### src/rtl/overlap_scan_ctrl_pkg.sv
// ---------------------------------------------------------------------------
// overlap_scan_ctrl_pkg
// Shared types and helpers for the tangram board overlap scanner.
//   - PRED_W       : working width of the overlap predicate.
//   - scan_state_t : scanner FSM states.
//   - is_overlap() : true when more than one bit of a hit vector is set.
// ---------------------------------------------------------------------------
package overlap_scan_ctrl_pkg;

    // Hit vectors are zero-extended to this width before the predicate.
    localparam int unsigned PRED_W = 64;

    typedef enum logic [2:0] {
        IDLE,
        ISSUE,
        DRAIN,
        DONE,
        FLUSH
    } scan_state_t;

    // Clearing the lowest set bit leaves something only if two or more were set.
    function automatic logic is_overlap(input logic [PRED_W-1:0] v);
        return (v & (v - {{(PRED_W-1){1'b0}}, 1'b1})) != '0;
    endfunction

endpackage

### src/rtl/overlap_scan_ctrl_raster.sv
// ---------------------------------------------------------------------------
// raster_counter
// Walks x = 0..WIDTH-1 inside y = 0..HEIGHT-1 in raster order.
//   clk, rst_n : clock, asynchronous active-low reset
//   clr        : return to (0,0)
//   adv        : step to the next pixel (wraps after the last one)
//   x, y       : current coordinate
//   last       : current coordinate is (WIDTH-1, HEIGHT-1)
// ---------------------------------------------------------------------------
module raster_counter #(
    parameter int WIDTH  = 320,
    parameter int HEIGHT = 240,
    parameter int XW     = 9,
    parameter int YW     = 8
) (
    input  logic          clk,
    input  logic          rst_n,
    input  logic          clr,
    input  logic          adv,
    output logic [XW-1:0] x,
    output logic [YW-1:0] y,
    output logic          last
);

    localparam logic [XW-1:0] X_MAX = XW'(WIDTH - 1);
    localparam logic [YW-1:0] Y_MAX = YW'(HEIGHT - 1);

    assign last = (x == X_MAX) && (y == Y_MAX);

    always_ff @(posedge clk or negedge rst_n) begin
        if (!rst_n) begin
            x <= '0;
            y <= '0;
        end else if (clr) begin
            x <= '0;
            y <= '0;
        end else if (adv) begin
            if (x == X_MAX) begin
                x <= '0;
                y <= (y == Y_MAX) ? '0 : y + YW'(1);
            end else begin
                x <= x + XW'(1);
            end
        end
    end

endmodule

### src/rtl/overlap_scan_ctrl.sv
// ---------------------------------------------------------------------------
// overlap_scan_ctrl
// Raster-scans the board once per start, sends pixel coordinates to the
// hit-test engines, classifies the in-order returns and reports coverage,
// overlap statistics and a solved verdict.
//   clk, rst_n            : clock, asynchronous active-low reset
//   start, abort, stall   : scan control
//   target_area           : expected covered pixel count (captured at start)
//   coord_valid/x/y       : request to the hit engines
//   hit_valid, hit_en     : in-order per-shape hit vector return
//   busy, done            : status; done pulses once when results are final
//   covered_cnt, overlap_cnt, first_ovl_x/y/vld, solved : results
//   proto_err             : sticky, a return arrived with nothing outstanding
// ---------------------------------------------------------------------------
module overlap_scan_ctrl
    import overlap_scan_ctrl_pkg::*;
#(
    parameter int MAXSHP = 16,
    parameter int WIDTH  = 320,
    parameter int HEIGHT = 240,
    parameter int XW     = 9,
    parameter int YW     = 8,
    parameter int CNTW   = 17,
    parameter int OUTW   = 4
) (
    input  logic              clk,
    input  logic              rst_n,
    input  logic              start,
    input  logic              abort,
    input  logic              stall,
    input  logic [CNTW-1:0]   target_area,
    output logic              coord_valid,
    output logic [XW-1:0]     coord_x,
    output logic [YW-1:0]     coord_y,
    input  logic              hit_valid,
    input  logic [MAXSHP-1:0] hit_en,
    output logic              busy,
    output logic              done,
    output logic [CNTW-1:0]   covered_cnt,
    output logic [CNTW-1:0]   overlap_cnt,
    output logic [XW-1:0]     first_ovl_x,
    output logic [YW-1:0]     first_ovl_y,
    output logic              first_ovl_vld,
    output logic              solved,
    output logic              proto_err
);

    scan_state_t     state, state_next;
    logic [OUTW-1:0] outstanding;
    logic [CNTW-1:0] target_q;
    logic [XW-1:0]   ret_x;
    logic [YW-1:0]   ret_y;
    logic            issue_last;
    logic            ret_last_unused;
    logic            start_scan;
    logic            accept;
    logic            tally;
    logic            hit_ovl;

    assign start_scan = (state == IDLE) && start;
    // A beat with nothing outstanding is never accepted; it only flags proto_err.
    assign accept     = hit_valid && (outstanding != '0);
    assign tally      = accept && (state != FLUSH);
    assign hit_ovl    = is_overlap(PRED_W'(hit_en));
    assign busy       = (state != IDLE);
    assign done       = (state == DONE);

    raster_counter #(.WIDTH(WIDTH), .HEIGHT(HEIGHT), .XW(XW), .YW(YW)) u_issue (
        .clk(clk), .rst_n(rst_n), .clr(start_scan), .adv(coord_valid),
        .x(coord_x), .y(coord_y), .last(issue_last)
    );

    // Engines answer in order, so a second walker names the returned pixel.
    raster_counter #(.WIDTH(WIDTH), .HEIGHT(HEIGHT), .XW(XW), .YW(YW)) u_return (
        .clk(clk), .rst_n(rst_n), .clr(start_scan), .adv(accept),
        .x(ret_x), .y(ret_y), .last(ret_last_unused)
    );

    // State register.
    always_ff @(posedge clk or negedge rst_n) begin
        if (!rst_n) state <= IDLE;
        else        state <= state_next;
    end

    // Next state and issue strobe; abort outranks stall and the issue advance.
    always_comb begin
        state_next  = state;
        coord_valid = 1'b0;
        case (state)
            IDLE:  if (start) state_next = ISSUE;
            ISSUE: begin
                if (abort) begin
                    state_next = FLUSH;
                end else if (!stall) begin
                    coord_valid = 1'b1;
                    if (issue_last) state_next = DRAIN;
                end
            end
            DRAIN: begin
                if (abort)                   state_next = FLUSH;
                else if (outstanding == '0)  state_next = DONE;
            end
            DONE:  state_next = IDLE;
            FLUSH: if (outstanding == '0) state_next = IDLE;
            default: state_next = IDLE;
        endcase
    end

    // Requests in flight; a simultaneous issue and return cancel out.
    always_ff @(posedge clk or negedge rst_n) begin
        if (!rst_n) begin
            outstanding <= '0;
        end else begin
            case ({coord_valid, accept})
                2'b10:   outstanding <= outstanding + OUTW'(1);
                2'b01:   outstanding <= outstanding - OUTW'(1);
                default: outstanding <= outstanding;
            endcase
        end
    end

    always_ff @(posedge clk or negedge rst_n) begin
        if (!rst_n)                              proto_err <= 1'b0;
        else if (hit_valid && outstanding == '0) proto_err <= 1'b1;
    end

    // Statistics: cleared at start, held after done; solved is set on the
    // DRAIN->DONE edge so it is already valid during the done cycle.
    always_ff @(posedge clk or negedge rst_n) begin
        if (!rst_n) begin
            covered_cnt   <= '0;
            overlap_cnt   <= '0;
            first_ovl_x   <= '0;
            first_ovl_y   <= '0;
            first_ovl_vld <= 1'b0;
            solved        <= 1'b0;
            target_q      <= '0;
        end else if (start_scan) begin
            covered_cnt   <= '0;
            overlap_cnt   <= '0;
            first_ovl_x   <= '0;
            first_ovl_y   <= '0;
            first_ovl_vld <= 1'b0;
            solved        <= 1'b0;
            target_q      <= target_area;
        end else begin
            if (tally && hit_en != '0 && covered_cnt != '1)
                covered_cnt <= covered_cnt + CNTW'(1);
            if (tally && hit_ovl && overlap_cnt != '1)
                overlap_cnt <= overlap_cnt + CNTW'(1);
            if (tally && hit_ovl && !first_ovl_vld) begin
                first_ovl_x   <= ret_x;
                first_ovl_y   <= ret_y;
                first_ovl_vld <= 1'b1;
            end
            if (state == DRAIN && state_next == DONE)
                solved <= (overlap_cnt == '0) && (covered_cnt == target_q);
        end
    end

endmodule
### config.mk
export PLATFORM = sky130hd
export DESIGN_NAME = overlap_scan_ctrl
export DESIGN_NICKNAME = d
export VERILOG_FILES = /design/src/rtl/overlap_scan_ctrl_pkg.sv /design/src/rtl/overlap_scan_ctrl_raster.sv /design/src/rtl/overlap_scan_ctrl.sv
export SDC_FILE = /design/constraint.sdc
export NUM_CORES = 1
export LEC_CHECK = 0
export CORE_ASPECT_RATIO = 1.25
export CORE_MARGIN = 2
export CORE_UTILIZATION = 53
export DETAILED_ROUTE_END_ITERATION = 8
export PLACE_DENSITY = 0.82
export SYNTH_ARGS = -nofsm -noshare
export SYNTH_HDL_FRONTEND = slang
export SYNTH_SLANG_ARGS = --single-unit
### constraint.sdc
create_clock -name clk -period 4.05 [get_ports clk]
set_clock_uncertainty 0.1 [all_clocks]
set_input_delay 0.81 -clock clk [delete_from_list [all_inputs] [get_ports clk]]
set_output_delay 0.81 -clock clk [all_outputs]
set_load 0.005 [all_outputs]
Word level (Yosys, flattened, before mapping)
Cells that the tools add are included.
{ "totals": {"reg_bits": 112, "out_inout_bits": 74, "word_cells": 108} }
{ "classes": {"n_addsub": 9, "eq_ne": 15, "mux": 38, "bitwise": 1, "reduce_logical": 31} }
{ "ops": {"columns": ["cell", "count"], "rows": [
  ["$mux 8", 10],
  ["$mux 9", 8],
  ["$mux 17", 4],
  ["$and 16x64->64", 1],
  ["$reduce_bool 64->1", 1],
  ["$add 17x1->17 const B", 2],
  ["$ne 17x17->1 const B", 2],
  ["$mux 3", 7],
  ["$add 9x1->9 const B", 2],
  ["$eq 9x9->1 const B", 2],
  ["$reduce_bool 2->1", 9],
  ["$eq 17x17->1", 1],
  ["$logic_not 17->1", 1],
  ["$sub 16x1->17 const B", 1],
  ["$add 8x1->8 const B", 2],
  ["$eq 8x8->1 const B", 2],
  ["$reduce_bool 16->1", 1],
  ["$logic_and 1x1->1", 12],
  ["$pmux 3 s4", 1],
  ["$eq 3x2->1 const B", 3],
  ["$pmux 4 s2", 1],
  ["$mux 1", 7],
  ["$add 4x1->4 const B", 1],
  ["$logic_not 4->1", 1],
  ["other kinds (11)", 12]
]} }

Logic depth before layout (Yosys ltp)
{ "logic_depth": {"depth_word": 10, "ltp_mapped": 12, "mapped_depth_nobuf": 11} }

By module
A second synthesis with hierarchy kept.
{ "unflattened": {"hier_cells": 636, "area_unflattened_um2": 5980.7} }
{ "modules_own_cells": {"columns": ["module", "n_inst", "cells_per_inst", "area_per_inst_um2"], "rows": [
  ["overlap_scan_ctrl", 1, 426, 4073.9],
  ["raster_counter", 2, 105, 953.4]
]} }

Worst setup path before layout
No wires, ideal clock.
{ "synth_timing": {"path_kind": "reg2reg", "start": "reg overlap_cnt[6]", "end": "reg overlap_cnt[7]", "arrival_time_ns": 2.693, "required_time_ns": 3.818, "path_slack_ns": 1.125, "path_stages_with_launch": 11, "period_less_slack_ns": 2.925, "path_cell_list": "dfrtp_1 -> and3_1 -> and3_1 -> and3_1 -> and3_1 -> and3_1 -> ha_1 -> or3b_2 -> a2111oi_0 -> xnor2_1 -> nor2_1"} }
{ "synth_between": {"elab_chain_cells": 3} }
{ "synth_lines": {"columns": ["element", "line_no", "text"], "rows": [
  ["from (decl)", "overlap_scan_ctrl.sv:40", "output logic [CNTW-1:0] overlap_cnt,"],
  ["from (signal assigned)", "overlap_scan_ctrl.sv:150", "overlap_cnt <= overlap_cnt + CNTW'(1);"],
  ["$add 17x1->17 or $ne 17x17->1 (tied branches)", "overlap_scan_ctrl.sv:150, overlap_scan_ctrl.sv:149", null],
  ["$mux 17 or $logic_and 1x1->1 (tied branches)", "overlap_scan_ctrl.sv:149", "if (tally && hit_ovl && overlap_cnt != '1)"],
  ["$mux 17 or $reduce_bool 2->1 (tied branches)", null, null]
]} }
Several ways; a longest one is shown, not always the timed one. The select of a mux whose other input is x is not followed.
A chain may end at the register's enable or synchronous reset.

Worst setup path in the final report
{ "layout_timing": {"start": "in abort", "end": "out coord_valid"} }
{ "layout_between": {"elab_chain_cells": 2} }
{ "layout_lines": {"columns": ["element", "line_no", "text"], "rows": [
  ["from (decl)", "overlap_scan_ctrl.sv:29", "input logic abort,"],
  ["$mux 1", "overlap_scan_ctrl.sv:92", "if (abort) begin"],
  ["$mux 1", "overlap_scan_ctrl.sv:89", "case (state)"],
  ["to (decl)", "overlap_scan_ctrl.sv:32", "output logic coord_valid,"]
]} }
Every way passes these cells.

==> run_results.csv <==
group,metric,value,unit
outcome,status,"complete, no violations",
clocking,cts_tree,"done",
synthesis,synth_area,5910,um^2
setup_path,criticalPathCategory,"in2out",
finish,final_common_cell,"dfrtp_1",
finish,synthToLayoutAreaGrowth,26.8,%
place,place_area,7200,um^2
synthesis,synth_nets,706,
route,drt-initial-drc-count,244,
clocking,clockBufferDepth,2,
finish,multi_input_area,2960,um^2
synthesis,ys_seq_area_share,47.4,%
route,vias,5218,
synthesis,synth_edf_count,0,
finish,fin_util,68.4,%
route,post-route-drc-count,0,
clocking,clkSinkCount,112,
synthesis,synth_area_per_cell,9.04,um^2
place,io_buffers,112,
setup_path,r2r_end,"overlap_cnt[9]",
global_route,globalRouteOverflowTotal,0,
route,routed_wl,14200,um
setup_path,crit_path_end_kind,"output port",
finish,n_fill_cell,893,
finish,layout-drive-gt1-share,6.00,%
clocking,cts.clk_slew.worst_paths,0.07,ns
setup_path,r2r-start,"overlap_cnt[6]",
die,die_width,98.5,um
finish,stdcell_count,902,
die,die_h,122,um
min_path,hold_path.class,"in2async",
route,antenna_left,0,
synthesis,synth_mux_area_share,1.52,%
power,peakVddDrop,0.000285,V
route,drt_first_pass_iters,5,
setup_path,critPathLaunchType,"input pin",
clocking,clock-root-buffer,"clkbuf_16",
finish,diodes,0,
setup_path,cpPeakStageDelay,0.50,ns
synthesis,ys_ff_latch,112,
power,fin_total_pwr,3560,uW
sta,hold_viol_final,0,
synthesis,synthArstFlopShare,100,%
clocking,cts_max_level,3,
sta,finalWorstPathRequiredPeriod,3.56,ns
route,wl_per_cell,15.8,um
clocking,hold_buffers,0,
synthesis,synthSimpleGateAreaFrac,26.0,%
die,initial_utilization,53.9,%
finish,regArea,2800,um^2
synthesis,synth_compound_area_share,12.1,%
sta,finalCritPeriodShare,87.9,%
place,routabilityCongestion,0.871,
sta,finalSetupTns,0,ns
sta,setup-violations-final,0,
setup_path,cp_max_fo,5,
synthesis,synth-xor-area-share,6.96,%
sta,slew_violations,0,
global_route,grt_pass1_wl,23200,um
die,core.rowCount,43,
synthesis,synth_cells,654,
place,hpwl,10100,um
global_route,grt_pass1_vias,4935,
synthesis,synth_top_family_by_area,"simple AND/OR/NAND/NOR gates",
sta,tightest_slew,0.967,ns
setup_path,slowest_stage,"clkdlybuf4s50_1",
die,die-area,12000,um^2
route,viasPerCell,5.78,
die,io_pins,113,
finish,nets,815,
sta,fmax,281,MHz
setup_path,r2r_slack,0.67,ns
synthesis,ys.flop_type,"dfrtp_1",
global_route,antenna_found_initial,0,
clocking,postCtsSetupRepairBufs,0,
power,leakagePower,0.00330,uW
job,drv_cap,0,
setup_path,critical_path_required,3.14,ns
clocking,clock_latency,0.35,ns
global_route,grt_max_degree,65,
global_route,track_usage,23.6,%
setup_path,path_cells,"clkdlybuf4s50_1 -> or3_1 -> or2_1 -> inv_1 -> clkdlybuf4s50_1",
power,power_per_cell_area,474,nW/um^2
setup_path,crit_arrival,2.65,ns
clocking,numCtsBuffers,9,
place,dp_cells,887,
synthesis,ys_types,59,
setup_path,cp_common_cell,"clkdlybuf4s50_1",
clocking,post_cts_resized,0,
synthesis,yosysWarnings,0,
finish,most-common-layout-cells,"112 x dfrtp_1, 111 x clkdlybuf4s50_1, 108 x nand2_1, 63 x nor2_1, 44 x nand3_1",
sta,max_slew_margin,35.0,%
die,core_area,11000,um^2
setup_path,r2r_cells,10,
sta,rsz0062_at_grt,"no",
synthesis,synthAdderAreaFrac,3.05,%
finish,fin_area,7500,um^2
-- worst max path at each step --
| stage | endpoint | depth (start not counted) | startpoint |
|---|---|---|---|
| after floorplan | overlap_cnt[7] | 10 | overlap_cnt[6] |
| after global placement | overlap_cnt[4] | 8 | hit_en[2] |
| after detailed placement | overlap_cnt[10] | 8 | hit_en[6] |
| after CTS | coord_valid | 5 | abort |
| after global routing | coord_valid | 5 | abort |
| final | coord_valid | 5 | abort |
-- sequential cells by signal, indices dropped and copies added, names as in the netlist --
register       flops
u_issue.y          8
overlap_cnt       17
outstanding        4
first_ovl_y        8
covered_cnt       17
first_ovl_x        9
target_q          17
proto_err          1
state              3
u_issue.x          9
solved             1
first_ovl_vld      1
u_return.y         8
u_return.x         9
-- power by group --
| group | internal [uW] | switching [uW] |
|---|---|---|
| clock network | 494 | 409 |
| logic | 489 | 637 |
| registers | 1320 | 206 |
| total | 2300 | 1250 |
-- critical path, delay by kind of cell --
family,cells,cell delay [ns]
buffers and inverters,3,1.10
and+or+nand+nor,2,0.74
-- cell families after synthesis --
logic type,Yosys count
simple gates,318
compound gates,112
flops,112
xor+xnor,47
buf+inv,42
fa+ha+maj,14
mux,9
-- per-layer routing --
layer / share of wire [%] / GRT usage, % / up-vias
met5: 0 / 0 / -
met4: 2.0 / 9.16 / 0
met3: 5.5 / 4.70 / 22
met2: 50 / 39.5 / 155
met1: 42 / 30.3 / 2534
li1: - / - / 2507
-- area by class of cell --
class                           count  area share (%)
Sequential cell                   112            37.4
Clock buffer                       10            3.19
Timing Repair Buffer              123            16.2
Multi-Input combinational cell    500            39.4
Inverter                           17           0.851
Clock inverter                      5           0.750
Tap cell                          135            2.25
-- cells in the mapped netlist, drive strengths merged (10+ instances only) --
master	number	area share, %
dfrtp	112	47
nand3	44	3.7
o21ai	50	4.2
a21oi	20	1.8
nor2	63	4.0
inv	17	1.1
nand2b	12	1.3
ha	12	2.5
nand2	109	6.9
nand4	12	1.3
clkbuf	11	0.70
and3	21	2.2
xnor2	18	2.7
o31ai	10	1.3
buf	14	1.2
xor2	29	4.3
-- per-stage QoR --
stage / hold slack (ns) / setup WS [ns]
4_1_cts: 0.384 / 0.497
6_report: 0.378 / 0.491
3_3_place_gp: 0.362 / 0.520
5_1_grt: 0.407 / 0.434
2_1_floorplan: 0.357 / 1.12
3_5_place_dp: 0.365 / 0.381
No activity file was read; power rests on OpenSTA's default activity.
==> edit (same flow settings) <==
`WIDTH` is set to 320 in 2 places; all go to 160.
--- a/src/rtl/overlap_scan_ctrl_raster.sv
+++ b/src/rtl/overlap_scan_ctrl_raster.sv
@@ -8,7 +8,7 @@
 //   last       : current coordinate is (WIDTH-1, HEIGHT-1)
 // ---------------------------------------------------------------------------
 module raster_counter #(
-    parameter int WIDTH  = 320,
+    parameter int WIDTH  = 160,
     parameter int HEIGHT = 240,
     parameter int XW     = 9,
     parameter int YW     = 8
--- a/src/rtl/overlap_scan_ctrl.sv
+++ b/src/rtl/overlap_scan_ctrl.sv
@@ -16,7 +16,7 @@
     import overlap_scan_ctrl_pkg::*;
 #(
     parameter int MAXSHP = 16,
-    parameter int WIDTH  = 320,
+    parameter int WIDTH  = 160,
     parameter int HEIGHT = 240,
     parameter int XW     = 9,
     parameter int YW     = 8,
Formal check against the unedited RTL: same outputs for any inputs over 4 cycles, from zero or initial values and one cycle with rst_n low; that may be too few to reach the edited logic, so the function may still have changed.
==> edit against the original RTL <==
- setup slack worse by 190 ps
- maximum frequency down 5.0%
- sequential share of layout area up 0.21 points
- critical path type unchanged
- power up 4.5%
- sequential cell count unchanged
- first-iteration DRC count up 2.9%
- combinational power up 4%
- area after synthesis down 0.51%
- design area down 0.57%
- wire length up 0.96%
- largest cell class unchanged
- non-clock buffer count down 1
==> edit: results <==
set metrics [dict create \
    firstDrtPassIters 6 \
    grt_pass1_wl_um 24200 \
    hold_class "flip-flop to flip-flop" \
    synth_cell_type_count 54 \
    p_leak_nw 3.24 \
    vdd_drop_max_uv 262 \
    cp_slowest_cell "or4b_1" \
    route.met3.wl_um 709 \
    synthXorXnorAreaFrac 0.0714 \
    pre_cts_ws_ps 327 \
    final.fill_count 859 \
    drive_gt1_frac 0.0546 \
    crit_path_max_incr_delay_ps 570 \
    synthAdderAreaFrac 0.0340 \
    max_freq_ghz 0.267 \
    combPwrFrac 0.319 \
    avgSynthCellArea_um2 9.22 \
    synth.area.top_cells "dfrtp_1, nand2_1, xor2_1, nand3_1, o21ai_0" \
    min_from "proto_err" \
    synth_compound_area_frac 0.121 \
    timing.rr.end "covered_cnt[5]" \
    muxShareOfSynthArea 0.0119 \
    final_nets 799 \
    cp.arrival_ps 2840 \
    syn-num-nets 690 \
    synth.cells.most_frequent "dfrtp_1, nand2_1, nor2_1, nand3_1, xor2_1" \
    clock_power_w 0.000949 \
    vias 5234 \
    grt_util_met1 0.310 \
    dr_wl_met2_um 7500 \
    rrSetupSlack_ps 980 \
    outcome "completed" \
    r2r-start "covered_cnt[6]" \
    grt_use_total 0.247 \
    tightest_slew_ps 820 \
    async_flop_share 1.00 \
    switching_share 0.349 \
    gp_congestion 0.869 \
    grt_max_degree 66 \
    numPlacedInstances 871 \
    wl_met1_um 5830 \
    drt_iter0_markers 251 \
    instances_no_fill 886 \
    critPathMaxFanout 6 \
    ys_seq_area_frac 0.476 \
    met2_usage 0.432 \
    use_met3 0.0413 \
    dpl.hpwl_um 10300 \
    startpoint "abort" \
]
edit: changes by cell type after synthesis, sizes merged, moves of 4 or more:
cell,delta
nor2,-19
o21ai,+13
xor2,+11
xnor2,-10
buf,-6
nand2b,-6
nand4,+6
a2111oi,-5
clkbuf,+5
o31ai,+5
a211oi,-4
nor2b,-4
nor4,+4
edit: final cells by class:
cell class | instances | area (um^2) | area share
clock buffer | 11 | 243 | 0.0325
multi-input combinational | 488 | 2920 | 0.392
sequential | 112 | 2800 | 0.376
inverter | 14 | 52.6 | 0.00704
clock inverter | 4 | 77.6 | 0.0104
timing repair buffer | 122 | 1190 | 0.160
tap | 135 | 169 | 0.0226
edit: per-stage QoR:
stage	power, W	instance area [um^2]	utilization	hold WS (ps)
6_report	0.00371	7460	0.680	367
5_1_grt	0.00396	7460	0.680	403
4_1_cts	0.00373	7460	0.680	375
3_5_place_dp	0.00278	7140	0.650	362
3_3_place_gp	0.00271	7140	0.650	341
2_1_floorplan	0.00230	5880	-	351
